===== config.mk =====
export PLATFORM = sky130hd
export DESIGN_NAME = fpdiv_arbiter
export DESIGN_NICKNAME = d
export VERILOG_FILES = /design/src/rtl/fpdiv_pkg.sv /design/src/rtl/fpdiv_arbiter_rr.sv /design/src/rtl/fpdiv_arbiter.sv
export SDC_FILE = /design/constraint.sdc
export NUM_CORES = 1
export LEC_CHECK = 0
export CAP_MARGIN = 20
export CORE_MARGIN = 2
export CORE_UTILIZATION = 40
export DETAILED_ROUTE_END_ITERATION = 10
export GPL_TIMING_DRIVEN = 0
export PLACE_DENSITY = 0.8
export SYNTH_ARGS = -nofsm -noshare
export SYNTH_HDL_FRONTEND = slang
export SYNTH_SLANG_ARGS = --single-unit

===== constraint.sdc =====
create_clock -name clk -period 2.35 [get_ports clk]
set_clock_uncertainty 0.15 [all_clocks]
set_input_delay 0.235 -clock clk [delete_from_list [all_inputs] [get_ports clk]]
set_output_delay 0.235 -clock clk [all_outputs]
set_load 0.005 [all_outputs]

===== src/rtl/fpdiv_pkg.sv =====
// rtl/fpdiv_pkg.sv - shared types and constants for the fpdiv request arbiter
package fpdiv_pkg;

   localparam logic [1:0]  OP_DIV  = 2'b00;
   localparam logic [1:0]  OP_SQRT = 2'b01;
   localparam logic [31:0] QNAN32  = 32'h7FC00000;

   typedef enum logic [1:0] {
      IDLE,
      ISSUE,
      BUSY,
      RESP
   } state_t;

   // id is sized for the largest supported requester count (8)
   typedef struct packed {
      logic [1:0]  op;
      logic        rm;
      logic [31:0] x;
      logic [31:0] d;
      logic [2:0]  id;
   } req_t;

endpackage


===== src/rtl/fpdiv_arbiter_rr.sv =====
// rtl/fpdiv_arbiter_rr.sv - combinational round-robin pick starting at ptr
module rr_arbiter #(
   parameter int NREQ = 2,
   parameter int IDW  = $clog2(NREQ)
) (
   input  logic [NREQ-1:0] valid,
   input  logic [IDW-1:0]  ptr,
   output logic [NREQ-1:0] grant,
   output logic [IDW-1:0]  idx,
   output logic            any
);

   logic [IDW:0] j;

   // Scan from the farthest offset down so the nearest valid slot wins last.
   always_comb begin
      grant = '0;
      idx   = '0;
      any   = 1'b0;
      j     = '0;
      for (int k = NREQ - 1; k >= 0; k--) begin
         j = {1'b0, ptr} + (IDW+1)'(k);
         if (j >= (IDW+1)'(NREQ)) begin
            j = j - (IDW+1)'(NREQ);
         end
         if (valid[j[IDW-1:0]]) begin
            grant             = '0;
            grant[j[IDW-1:0]] = 1'b1;
            idx               = j[IDW-1:0];
            any               = 1'b1;
         end
      end
   end

endmodule


===== src/rtl/fpdiv_arbiter.sv =====
// rtl/fpdiv_arbiter.sv - shares one iterative divide/sqrt unit among NREQ requesters
module fpdiv_arbiter
   import fpdiv_pkg::*;
#(
   parameter int NREQ    = 2,
   parameter int TIMEOUT = 64,
   parameter int CNTW    = 16
) (
   input  logic                    clk,
   input  logic                    reset,
   input  logic [NREQ-1:0]         req_valid,
   output logic [NREQ-1:0]         req_ready,
   input  logic [2*NREQ-1:0]       req_op,
   input  logic [NREQ-1:0]         req_rm,
   input  logic [32*NREQ-1:0]      req_x,
   input  logic [32*NREQ-1:0]      req_d,
   output logic                    div_start,
   output logic [1:0]              div_op,
   output logic                    div_rm,
   output logic [31:0]             div_x,
   output logic [31:0]             div_d,
   input  logic                    div_done,
   input  logic [31:0]             div_result,
   output logic                    rsp_valid,
   input  logic                    rsp_ready,
   output logic [$clog2(NREQ)-1:0] rsp_id,
   output logic [31:0]             rsp_result,
   output logic                    rsp_err,
   output logic [CNTW-1:0]         cnt_done,
   output logic [CNTW-1:0]         cnt_err
);

   localparam int IDW = $clog2(NREQ);
   localparam int TW  = $clog2(TIMEOUT + 1);

   state_t          state;
   logic [IDW-1:0]  rr_ptr;
   logic [TW-1:0]   timer;
   req_t            cur;

   logic [NREQ-1:0] grant;
   logic [IDW-1:0]  gidx;
   logic            any;
   logic [1:0]      g_op;
   logic [31:0]     g_x;
   logic [31:0]     g_d;

   rr_arbiter #(.NREQ(NREQ), .IDW(IDW)) u_rr (
      .valid (req_valid),
      .ptr   (rr_ptr),
      .grant (grant),
      .idx   (gidx),
      .any   (any)
   );

   assign req_ready = (reset && state == IDLE) ? grant : '0;

   assign g_op = req_op[2*gidx +: 2];
   assign g_x  = req_x[32*gidx +: 32];
   assign g_d  = req_d[32*gidx +: 32];

   // The latched request drives the divider directly, so operands stay put until the next grant.
   assign div_op = cur.op;
   assign div_rm = cur.rm;
   assign div_x  = cur.x;
   assign div_d  = cur.d;
   assign rsp_id = IDW'(cur.id);

   always_ff @(posedge clk) begin
      if (!reset) begin
         state      <= IDLE;
         rr_ptr     <= '0;
         timer      <= '0;
         cur        <= '0;
         div_start  <= 1'b0;
         rsp_valid  <= 1'b0;
         rsp_result <= '0;
         rsp_err    <= 1'b0;
         cnt_done   <= '0;
         cnt_err    <= '0;
      end else begin
         div_start <= 1'b0;
         case (state)
            IDLE: begin
               if (any) begin
                  cur.op <= g_op;
                  cur.rm <= req_rm[gidx];
                  cur.x  <= g_x;
                  cur.d  <= (g_op == OP_SQRT) ? 32'd0 : g_d;
                  cur.id <= 3'(gidx);
                  rr_ptr <= (gidx == IDW'(NREQ - 1)) ? '0 : gidx + IDW'(1);
                  if (g_op[1]) begin
                     rsp_result <= QNAN32;
                     rsp_err    <= 1'b1;
                     cnt_err    <= cnt_err + CNTW'(1);
                     rsp_valid  <= 1'b1;
                     state      <= RESP;
                  end else begin
                     div_start <= 1'b1;
                     state     <= ISSUE;
                  end
               end
            end
            ISSUE: begin
               timer <= '0;
               state <= BUSY;
            end
            BUSY: begin
               timer <= timer + TW'(1);
               if (div_done) begin
                  rsp_result <= div_result;
                  rsp_err    <= 1'b0;
                  cnt_done   <= cnt_done + CNTW'(1);
                  rsp_valid  <= 1'b1;
                  state      <= RESP;
               end else if (timer == TW'(TIMEOUT - 1)) begin
                  rsp_result <= QNAN32;
                  rsp_err    <= 1'b1;
                  cnt_err    <= cnt_err + CNTW'(1);
                  rsp_valid  <= 1'b1;
                  state      <= RESP;
               end
            end
            RESP: begin
               if (rsp_ready) begin
                  rsp_valid <= 1'b0;
                  state     <= IDLE;
               end
            end
            default: state <= IDLE;
         endcase
      end
   end

endmodule


==> run metrics, run 1 <==
status complete, no violations; Yosys reg bits 145; Iteration-0 DRC Markers 289; DR vias 6,303; average cell area after synthesis 8.66 µm²; Worst-path clk slew 0.06 ns; CTS H-tree depth 4; final instance area 10,200 µm²; GR Overflow Total 0; Hold WC Path Type in2reg; Ports 309; Sw Ratio 29.9%; gr usage total 24.5%; Inst Count DP 1,200; largest net degree at the start of global routing 17; vias per inst 5.11; CORE AREA 15,000 µm²; sequential share of power 33.7%; Setup crit end kind flop; cts-stage hold buffer count 0; final routed DRC violation total 0; Seq. cell area 2900 µm²; Clock Tree Buf Depth 2; Post-DP Area 9410 µm²; Cells after Synth 705; Antenna Cells 0; Port Buffers 307; clk root buf clkbuf_16; starting density of the core 40.6%; Main synth FF type dfxtp_1; Finished Core Util 67.7%; multi-input logic area 2990 µm²; Ys Warns 0; synth top area cells dfxtp_1 48%, mux2i_1 11%, nand2_1 8.9%, a21oi_1 5.2%, o21ai_0 5.0%; Lkg Pwr 3.92 nW; Reg-to-Reg Start state[0]$_SDFFE_PN0P_; Max-Cap Viols 0; Layout Area Growth over Synthesis 66.8%; worst slew pin tran 0.599 ns; drt pass-1 iters 5; sequential-to-total area share from yosys stat 47.6%; Net Count, Synth 884; CP startpoint state[0]$_SDFFE_PN0P_; Required @ worst endpoint 2.54 ns; Post-Syn Area 6100 µm²; Power Dens Cells 925 nW/µm²; num rows 45; Final min period 2.27 ns; Comb power frac 35.2%; first-pass GRT wire length 31,000 µm; remaining antenna violation count 0; RSZ-0062 raised after global routing true; CTS tree yes; NetSw 2.81 mW; Cell variety after synth 41; Worst VDD drop 0.512 mV; routed len/inst 16.6 µm; CP startpoint kind flop; Sink Count 145; P_int 6.60 mW; Layout Nets 1,212; total CTS buffers 17; final worst path period share 96.6%; initial antenna violation count 0; Worst EP arrival 2.46 ns; post-synth top area cell dfxtp_1; CP Class reg2reg; chip width 128 µm; Final Hold Vio Count 0; Synth top area share 47.6%; max-slew violations 0; setup TNS 0 ns; Synth async-reset ratio 0%; Hold Startpoint req_valid[1]; fill count 1,237; latest clock arrival within the worst-skew pair 0.42 ns; final setup vio count 0; Post-DP HPWL 15,800 µm; commonest non-fill, non-tap cells in the layout 304 x clkdlybuf4s50_1, 145 x dfxtp_1, 144 x nand2_1, 66 x mux2i_1; relative slew slack 60.1%; EDFF count, synth 0; clock share of power 31.1%; crit-path max FO 10; most common cell after layout, fill and taps aside clkdlybuf4s50_1; fin cells 1,233; vias in the first global route 6,014; share of cells above drive strength 1 6.60%; GP Congestion 0.826; Max Freq 0.440 GHz; Chip Height 128 µm; die area 16,300 µm²; Routed WL 20,500 µm
metrics by stage:
step	setup slack [ns]	power [mW]	hold WS (ns)
detailed placement	-0.451	6.38	0.292
finish	0.0796	9.41	0.0927
CTS	0.00829	9.34	0.0667
floorplan	0.266	4.77	0.221
global route	-0.0450	9.92	0.113
global placement	-0.456	6.34	0.284
flip-flops by register name, summed over array words and instances (netlist names):
name        cells
div_start       1
rr_ptr          1
div_d          32
timer           7
div_rm          1
rsp_err         1
rsp_id          1
cnt_done       16
rsp_valid       1
cnt_err        16
rsp_result     32
state           2
div_x          32
div_op          2
critical path: stages, from the launching register on:
cell and delay [ns]:
dfxtp_1 0.36, inv_1 0.09, ha_1 0.19, clkbuf_4 0.18
inv_1 0.15, a31o_4 0.15, o211ai_4 0.11, buf_6 0.17
or4_1 0.50, a21oi_1 0.15
repair_timing:
action                                  in CTS  in global routing
endpoints found under the setup margin      31                 83
setup buffers                                1                  1
resized for setup                           13                 25
pin swaps                                    1                  1
gates cloned                                 0                  0
area by class of cell:
class	count	share of cell area (%)
Timing Repair Buffer	310	30.4
Multi-Input combinational cell	500	29.4
Sequential cell	145	28.5
Clock buffer	22	4.85
Buffer	47	2.61
Tap cell	188	2.31
Clock inverter	9	1.50
Inverter	12	0.442
power groups by stage:
stage	registers, mW	clock network (mW)	logic, mW
after floorplan	3.23	0	1.53
after global placement	3.20	0	3.14
after detailed placement	3.22	0	3.16
after CTS	3.17	2.97	3.20
after global routing	3.23	3.09	3.60
final	3.17	2.93	3.31
synth_stat cells (2+ instances only):
cell type  count
a21oi_1       63
a22oi_1       33
a31o_2         2
and2_1         4
and3_1         5
buf_2         10
buf_4          4
clkbuf_1      33
dfxtp_1      145
ha_1           7
inv_1         12
mux2i_1       66
nand2_1      144
nand3_1       10
nand4_1       10
nor2_1        27
nor2b_1        2
nor3_1         7
o21ai_0       61
o21ai_1        2
o31ai_1        4
or3_1         18
or4_1          4
xnor2_1        9
xor2_1         7
per-layer routing:
metal | wire, µm | GRT usage (%)
met4 | 516 | 9.83
met3 | 1760 | 9.34
met2 | 10700 | 45.1
met5 | 0 | 0
met1 | 7550 | 24.8
cell families (layout without fill, tap and decap cells):
family	Yosys count	count (layout)	synth area share (%)
buf+inv	60	400	4.26
flops	145	145	47.6
compound gates	172	172	16.2
xor+xnor	16	16	2.30
simple gates	239	239	17.4
fa+ha+maj	7	7	1.43
mux	66	66	10.8
path summary, 6_finish.rpt:
| kind | to | slack, ns | cells after the start |
|---|---|---|---|
| max reg2reg | cnt_err[14]$_SDFFE_PN0P_ | 0.08 | 9 |
| min | div_start$_SDFF_PN0_ | 0.09 | 3 |
| min reg2reg | div_d[16]$_SDFFE_PN0P_ | 0.30 | 2 |
| max | cnt_err[14]$_SDFFE_PN0P_ | 0.08 | 9 |
No activity file was read; power rests on OpenSTA's default activity.
==> run 2, diff against run 1 <==
==> constraint.sdc (replaced) <==
create_clock -name clk -period 2.35 [get_ports clk]
set_clock_uncertainty 0.15 [all_clocks]
set_input_delay 0.235 -clock clk [delete_from_list [all_inputs] [get_ports clk]]
set_output_delay 0.235 -clock clk [all_outputs]
set_load 0.05 [all_outputs]
==> run 2 against run 1 <==
Net effect:
- hold slack lost 0.0070 ns
- combinational power grew 42%
- maximum frequency grew 2.0%
- count of clock-buffer cells in the layout shrank 2
- critical path type is now reg2out
==> run metrics, run 2 (synthesis gave the netlist of run 1 again) <==
status complete, no violations; latest clock arrival within the worst-skew pair 0.42 ns (about the same); final worst path period share 94.7% (-1.9 points); Setup crit end kind primary output; Required @ worst endpoint 1.97 ns (-0.57 ns); Final Power 10.3 mW (+9.8%); Worst EP arrival 1.84 ns (-0.62 ns); Hold Startpoint req_valid[1]; Final min period 2.23 ns (-0.0447 ns); clk root buf clkbuf_16; Max-Cap Viols 0 (unchanged); CTS tree yes; GR Overflow Total 0 (unchanged); remaining antenna violation count 0 (unchanged); Reg-to-Reg Start state[0]$_SDFFE_PN0P_; setup TNS 0 ns (unchanged); Post-DP HPWL 15,700 µm (-0.65%); Layout Nets 1,213 (+0.083%); GP Congestion 0.829 (+0.34%); relative slew slack 50.8% (-9.2 points); Worst-path clk slew 0.06 ns (about the same); initial antenna violation count 0 (unchanged); num rows 45 (unchanged); CP Class reg2out; Setup WS pre-CTS -0.837 ns (-0.387 ns); die area 16,300 µm² (unchanged); CTS H-tree depth 4 (unchanged); commonest non-fill, non-tap cells in the layout 305 x clkdlybuf4s50_1, 145 x dfxtp_1, 144 x nand2_1, 66 x mux2i_1; Lkg Pwr 3.83 nW (-2.4%); Antenna Cells 0 (unchanged); final setup vio count 0 (unchanged); Clock Tree Buf Depth 2 (unchanged); Worst Hold End div_start$_SDFF_PN0_; vias per inst 5.07 (-0.86%); Port Buffers 307 (unchanged); Iteration-0 DRC Markers 290 (+0.35%); vias in the first global route 6,095 (+1.3%); chip width 128 µm (unchanged); starting density of the core 40.6% (unchanged); final routed DRC violation total 0 (unchanged); Worst VDD drop 0.614 mV (+20%); DR vias 6,259 (-0.70%); worst slew pin tran 0.726 ns (+0.127 ns); crit-path max FO 10 (unchanged); max-slew violations 0 (unchanged); Layout Area Growth over Synthesis 64.7%; setup ws final 0.124 ns (+0.0447 ns); Max Freq 0.449 GHz (+2.0%); Power Dens Cells 1030 nW/µm² (+11%); drt pass-1 iters 5 (unchanged); gr usage total 24.5% (about the same); Chip Height 128 µm (unchanged); Hold WC Path Type in2reg; Routed WL 20,400 µm (-0.59%); total CTS buffers 17 (unchanged); largest net degree at the start of global routing 17 (unchanged); CORE AREA 15,000 µm² (unchanged); hold path cells 3 (unchanged); register-to-register setup slack 0.15 ns (+0.07 ns); first-pass GRT wire length 31,200 µm (+0.44%); CP startpoint kind flop; R2R Path End cnt_err[14]$_SDFFE_PN0P_; share of cells above drive strength 1 7.55% (+0.94 points); Sink Count 145 (unchanged); Final Hold Vio Count 0 (unchanged); cts-stage hold buffer count 0 (unchanged); most common cell after layout, fill and taps aside clkdlybuf4s50_1; Register-to-Register Path Depth 9 (unchanged); Ports 309 (unchanged); routed len/inst 16.5 µm (-0.75%)
[run 2: cell count changes in the layout (fill, tap and decap cells not counted), moves of 2 or more]
cell           delta
buf_4             +7
clkinvlp_4        +6
buf_6             -4
bufinv_16         -4
clkbuf_8          -4
clkbuf_2          +3
buf_2             +2
clkbuf_1          -2
dlygate4sd2_1     -2
nand3_2           +2
[run 2: area by class of cell]
class	count	area, µm²
flip-flops and latches	145	2900
multi-input cells	500	2990
clock buffers	20	457
clock inverters	12	86.3
fillers	1262	4980
repair buffers	310	3090
inverters	12	45.0
well taps	188	235
plain buffers	48	250
[run 2: worst max path at each step]
stage                     slack (ns)  depth (start not counted)                     from                   endpoint
after global routing           -0.02                          9    state[0]$_SDFFE_PN0P_  cnt_done[14]$_SDFFE_PN0P_
after floorplan                 0.22                          5  cnt_err[3]$_SDFFE_PN0P_   cnt_err[15]$_SDFFE_PN0P_
final                           0.12                          6      rr_ptr$_SDFFE_PN0P_               req_ready[1]
after detailed placement       -0.84                          6                    reset               req_ready[0]
after CTS                      0.004                          6      rr_ptr$_SDFFE_PN0P_               req_ready[1]
after global placement         -0.84                          6                    reset               req_ready[0]
[run 2: where the power goes]
part,total [mW],internal (mW),switching [mW]
sequential,3.17,2.91,0.256
clock,2.48,1.40,1.08
combinational,4.69,1.74,2.95
[run 2: per-stage QoR]
step / std cells / hold WS, ns / area (µm²) / util [%]
floorplan: 705 / 0.221 / 6110 / -
global placement: 1200 / 0.284 / 9420 / 62.6
detailed placement: 1200 / 0.292 / 9420 / 62.6
CTS: 1232 / 0.0630 / 9970 / 66.4
global route: 1235 / 0.0818 / 10100 / 66.9
finish: 1235 / 0.0857 / 10100 / 66.9
[run 2: critical path: stages, from the launching register on]
cell and delay (ns):
dfxtp_1 0.35, nand2b_2 0.18, nand2_1 0.08, clkbuf_4 0.20, buf_4 0.22, nor3_2 0.12
clkbuf_4 0.26
[run 2: repair_timing]
item | in CTS | in global routing
buffers inserted | 0 | 3
endpoints found under the setup margin | 42 | 103
gates cloned | 0 | 0
pin swaps | 0 | 2
gates resized for setup | 19 | 34
[run 2: metal layers]
metal  track usage (%)  vias to the layer above  part of all wire [%]
met3              9.67                       24                   8.9
met1              25.1                     2899                    37
met5                 0                        -                     0
met2              44.8                      220                    52
met4              9.05                        0                   2.4
li1                  -                     3116                     -
